<file path="src/rtl/camera_ctrl_fsm.sv">
// camera_ctrl_fsm
// Sequencing controller for the 2x2 pixel-array camera: holds a programmable
// exposure time (adjusted by exp_inc/exp_dec while idle) and drives the pixel
// strobes through erase -> expose -> two-row readout.
//
// Ports:
//   clk      rising-edge clock
//   reset    asynchronous, active-high
//   init     start a frame (level, sampled only in IDLE)
//   exp_inc  raise exposure by 1 per cycle while high (IDLE only)
//   exp_dec  lower exposure by 1 per cycle while high (IDLE only)
//   erase    pixel reset              (reset value 1)
//   expose   pixel integrate          (reset value 0)
//   nre_1    row 1 read enable, low   (reset value 1)
//   nre_2    row 2 read enable, low   (reset value 1)
//   adc      ADC sample strobe        (reset value 0)
//   ovf      saturation pulse, only when CAMERA_OVF_EN is defined
//
// Optional feature macro: CAMERA_OVF_EN
//
// state  | meaning
// IDLE   | erase asserted, waiting for init, exposure adjustable
// EXPOSE | integrating, counter runs down exp_time cycles
// R1     | row 1 enabled
// R2     | row 1 enabled, ADC sample
// R3     | row-switch gap
// R4     | row 2 enabled
// R5     | row 2 enabled, ADC sample

module camera_ctrl_fsm #(
    parameter int EXP_MIN     = 2,
    parameter int EXP_MAX     = 30,
    parameter int EXP_DEFAULT = 15,
    parameter int CNT_W       = 5
) (
    input  logic clk,
    input  logic reset,
    input  logic init,
    input  logic exp_inc,
    input  logic exp_dec,
    output logic erase,
    output logic expose,
    output logic nre_1,
    output logic nre_2,
    output logic adc
`ifdef CAMERA_OVF_EN
    ,
    output logic ovf
`endif
);

    typedef enum logic [2:0] {
        IDLE   = 3'd0,
        EXPOSE = 3'd1,
        R1     = 3'd2,
        R2     = 3'd3,
        R3     = 3'd4,
        R4     = 3'd5,
        R5     = 3'd6
    } state_t;

    state_t           state, state_nxt;
    logic [CNT_W-1:0] exp_time, exp_time_nxt;
    logic [CNT_W-1:0] cnt, cnt_nxt;
    logic             erase_d, expose_d, nre_1_d, nre_2_d, adc_d;
`ifdef CAMERA_OVF_EN
    logic             ovf_d;
`endif

    // Strobes are decoded from the current state and then registered, so they
    // trail the state register by one cycle (expose rises one edge after init
    // is sampled).
    always_comb begin
        state_nxt    = state;
        exp_time_nxt = exp_time;
        cnt_nxt      = cnt;
        erase_d      = 1'b0;
        expose_d     = 1'b0;
        nre_1_d      = 1'b1;
        nre_2_d      = 1'b1;
        adc_d        = 1'b0;
`ifdef CAMERA_OVF_EN
        ovf_d        = 1'b0;
`endif
        case (state)
            IDLE: begin
                erase_d = 1'b1;
                if (init) begin
                    state_nxt = EXPOSE;
                    cnt_nxt   = exp_time;
                end else if (exp_inc && !exp_dec) begin
                    if (exp_time >= CNT_W'(EXP_MAX)) begin
`ifdef CAMERA_OVF_EN
                        ovf_d = 1'b1;
`endif
                    end else begin
                        exp_time_nxt = exp_time + CNT_W'(1);
                    end
                end else if (exp_dec && !exp_inc) begin
                    if (exp_time <= CNT_W'(EXP_MIN)) begin
`ifdef CAMERA_OVF_EN
                        ovf_d = 1'b1;
`endif
                    end else begin
                        exp_time_nxt = exp_time - CNT_W'(1);
                    end
                end
            end
            EXPOSE: begin
                expose_d = 1'b1;
                // Loaded with exp_time on entry; leaving when it reads 1 gives
                // exactly exp_time cycles in this state.
                if (cnt <= CNT_W'(1)) begin
                    state_nxt = R1;
                end else begin
                    cnt_nxt = cnt - CNT_W'(1);
                end
            end
            R1: begin
                nre_1_d   = 1'b0;
                state_nxt = R2;
            end
            R2: begin
                nre_1_d   = 1'b0;
                adc_d     = 1'b1;
                state_nxt = R3;
            end
            R3: begin
                state_nxt = R4;
            end
            R4: begin
                nre_2_d   = 1'b0;
                state_nxt = R5;
            end
            R5: begin
                nre_2_d   = 1'b0;
                adc_d     = 1'b1;
                state_nxt = IDLE;
            end
            default: begin
                state_nxt = IDLE;
            end
        endcase
    end

    always_ff @(posedge clk or posedge reset) begin
        if (reset) begin
            state    <= IDLE;
            exp_time <= CNT_W'(EXP_DEFAULT);
            cnt      <= '0;
            erase    <= 1'b1;
            expose   <= 1'b0;
            nre_1    <= 1'b1;
            nre_2    <= 1'b1;
            adc      <= 1'b0;
`ifdef CAMERA_OVF_EN
            ovf      <= 1'b0;
`endif
        end else begin
            state    <= state_nxt;
            exp_time <= exp_time_nxt;
            cnt      <= cnt_nxt;
            erase    <= erase_d;
            expose   <= expose_d;
            nre_1    <= nre_1_d;
            nre_2    <= nre_2_d;
            adc      <= adc_d;
`ifdef CAMERA_OVF_EN
            ovf      <= ovf_d;
`endif
        end
    end

endmodule
</file>
<file path="config.mk">
export PLATFORM = sky130hd
export DESIGN_NAME = camera_ctrl_fsm
export DESIGN_NICKNAME = d
export VERILOG_FILES = /design/src/rtl/camera_ctrl_fsm.sv
export SDC_FILE = /design/constraint.sdc
export NUM_CORES = 1
export LEC_CHECK = 0
export CORE_ASPECT_RATIO = 1.2
export CORE_MARGIN = 10
export CORE_UTILIZATION = 65
export CTS_BUF_LIST = sky130_fd_sc_hd__clkbuf_4 sky130_fd_sc_hd__clkbuf_8
export DETAILED_ROUTE_END_ITERATION = 10
export DONT_BUFFER_PORTS = 1
export PLACE_DENSITY = 0.81
export SYNTH_ARGS = -nofsm -noshare
export SYNTH_HDL_FRONTEND = slang
export SYNTH_SLANG_ARGS = --single-unit
</file>
<file path="constraint.sdc">
create_clock -name clk -period 4.75 [get_ports clk]
set_input_delay 1.1875 -clock clk [delete_from_list [all_inputs] [get_ports clk]]
set_output_delay 1.1875 -clock clk [all_outputs]
set_load 0.01 [all_outputs]
</file>
==> out/qor.yml <==
status:
  run_status: "finished, final reports clean"
global_route:
  grt.busiest_layer: "met2"
  grtUsageTotal: 0.108
  grt.met3_usage: 0.0234
  grt_pass1_wl_um: 3260
  grt_pass1_vias: 693
  grt_remaining_overflow: 0
  grt_max_degree: 19
  use_met1: 0.119
  grt_util_met2: 0.183
  antenna_found_initial: 0
pwr:
  pwr-share-clk: 0.114
  ir_drop_mv: 0.362
  switching_share: 0.424
  total_leakage_power_nw: 0.478
  seqPwrFrac: 0.456
  p_int_mw: 0.467
  powerDensity_mw_per_mm2: 733
  p_switching_mw: 0.343
  comb_power_share: 0.430
cells_and_area:
  syn2layout_area_growth_pct: 2.43
  final_common_cell: "dfrtp_1"
  final_cells: 118
  layout.nets: 113
  num_antenna_cells: 0
  postLayoutCellArea_mm2: 0.00111
  layout_common_cells: "dfrtp_1 (11), nor2_1 (8), dfstp_2 (7)"
  drive_gt1_frac: 0.210
cts:
  postCtsSetupBuffers: 0
  cts.repair.resized: 0
  clk_latency_ns: 0.29
  clk_pin_slew_ns: 0.10
  numCtsBuffers: 3
  cts_root_buf: "clkbuf_4"
  cts_tree: "done"
  postCtsHoldBufs: 0
  clock_sinks: 18
  htree_num_levels: 1
  max-clock-path-buffers: 2
setup_path:
  path_class: "in -> reg"
  crit_required_ns: 4.93
  endpoint_kind: "register"
  reg2reg_to: "cnt[0]$_DFFE_PP0P_"
  ff2ff_path_depth: 4
  crit_chain: "inv_1 -> ha_1 -> inv_1 -> ha_1 -> a21oi_1 -> a21oi_1 -> o2111a_1 -> xor2_1"
  cp.buffers_inverters: 2
  arrival_ns: 2.55
  cp_top_family: "compound AO/OA/AOI/OAI gates"
  critPathMaxFanout: 6
  setup.worst_path.start_class: "primary input"
  r2r_slack_ns: 2.99
  r2r_start: "state[0]$_DFFE_PP0P_"
  slowest_delay_ns: 0.31
  crit_slowest_cell: "ha_1"
logic_synthesis:
  syn-cell-area_mm2: 0.00108
  synthArstFlopShare: 1.00
  avgSynthCellArea_um2: 10.8
  synth_warnings: 0
  ys.flop_type: "dfrtp_1"
  synth_cell_type_count: 38
  synth_edf_count: 0
  netlist_instances: 100
  synth_fp_nets: 112
  ys_ff_latch: 18
  yosysSeqAreaShare: 0.425
timing:
  slew_headroom: 0.555
  grt_setup_unrepaired: "no"
  skew_ns: 0.00291
  worstMarginPinSlew_ns: 0.667
  setup_slack_ns: 2.38
  hold_ws_ns: 0.542
  finalHoldViolCount: 0
  slew_violations: 0
  max_freq_ghz: 0.423
  finalCriticalPeriod_ns: 2.37
  setup_tns_ns: 0
  setup_viol: 0
  timing.final.crit_share: 0.498
worst_hold_path:
  min_from: "exp_time[0]$_DFFE_PP1P_"
  whs_endpoint: "exp_time[0]$_DFFE_PP1P_"
  hold_class: "reg -> reg"
  hold_path_depth: 1
die:
  start_util: 0.674
  rows: 16
  chipHeight_um: 64.6
  dieWidth_um: 57.2
  die-area_mm2: 0.00370
  io_pins: 10
  coreArea_mm2: 0.00160
route:
  drt_iter0_markers: 16
  first_pass_iters: 4
  routedWlPerCell_um: 16.6
  vias: 718
  remaining_drc_errors: 0
  routed_wl_um: 1950
  viasPerCell: 6.08
  drtAntennaViolNets: 0
place:
  dp_cells: 114
  post-place-ws_ns: 2.08
  routabilityCongestion: 0.745
  portBuffers: 0
  dpl-instance-area_mm2: 0.00107
  hpwl_um: 1500
job:
  maxCapViolations: 0
## synthesized netlist by cell type, types with 2 or more instances
| master | instances | share of area |
|---|---|---|
| dfrtp_1 | 11 | 0.25 |
| nor2_1 | 8 | 0.028 |
| dfstp_2 | 7 | 0.17 |
| ha_1 | 6 | 0.070 |
| inv_1 | 6 | 0.021 |
| nand2_1 | 6 | 0.021 |
| xor2_1 | 5 | 0.041 |
| a21oi_1 | 4 | 0.019 |
| nand3_1 | 4 | 0.019 |
| mux2_2 | 3 | 0.031 |
| nand2b_1 | 3 | 0.017 |
| nor3_1 | 3 | 0.014 |
| a211oi_2 | 2 | 0.023 |
| and3_1 | 2 | 0.012 |
| buf_2 | 2 | 0.0093 |
| buf_6 | 2 | 0.021 |
| mux2i_1 | 2 | 0.019 |
| nor3_2 | 2 | 0.019 |
| o22ai_1 | 2 | 0.012 |
| xnor2_1 | 2 | 0.016 |
## area by class of cell
| class | instances | area (um^2) |
|---|---|---|
| Inverter | 6 | 22.5 |
| Multi-Input combinational cell | 72 | 566 |
| Sequential cell | 18 | 459 |
| Tap cell | 18 | 22.5 |
| Fill cell | 130 | 495 |
| Clock buffer | 4 | 36.3 |
## power by group through the flow
stage | registers, mW | clock network (mW) | logic (mW)
floorplan | 0.317 | 0 | 0.343
detailed placement | 0.372 | 0 | 0.350
global route | 0.381 | 0.102 | 0.395
finish | 0.370 | 0.0925 | 0.349
CTS | 0.369 | 0.0951 | 0.351
global placement | 0.366 | 0 | 0.327
## cells by family after synthesis
logic type | share of synthesized area
compound gates | 0.146
buf+inv | 0.0510
mux | 0.0498
simple gates | 0.183
xor+xnor | 0.0568
fa+ha+maj | 0.0881
flops | 0.425
## worst max-delay path by stage
stage,from,endpoint,depth (start not counted)
2_1_floorplan,exp_dec,exp_time[4]$_DFFE_PP0P_,8
3_5_place_dp,exp_dec,exp_time[4]$_DFFE_PP0P_,8
6_report,exp_dec,exp_time[4]$_DFFE_PP0P_,8
4_1_cts,exp_dec,exp_time[4]$_DFFE_PP0P_,8
3_3_place_gp,exp_dec,exp_time[4]$_DFFE_PP0P_,8
5_1_grt,exp_dec,exp_time[4]$_DFFE_PP0P_,8
## metal layers
metal / wire length [um] / up-vias
met1: 837 / 344
met4: 30 / 0
met2: 1020 / 14
li1: - / 356
met5: 0 / -
met3: 65 / 4
## stage by stage
stage | util | total power [mW]
3_3_place_gp | 0.668 | 0.694
2_1_floorplan | - | 0.661
4_1_cts | 0.691 | 0.815
6_report | 0.691 | 0.811
3_5_place_dp | 0.668 | 0.722
5_1_grt | 0.691 | 0.878
## flip-flops by register name, indices dropped and copies added, names as in the netlist
signal,count
erase,1
exp_time,5
adc,1
nre_1,1
nre_2,1
state,3
expose,1
cnt,5
## worst register-to-register path, stage by stage (launching register included)
cell and delay (ns):
dfrtp_1 0.60, or3b_1 0.54, a21oi_4 0.27, nor3_2 0.07, a211oi_2 0.20
(Power assumes the default switching activity.)
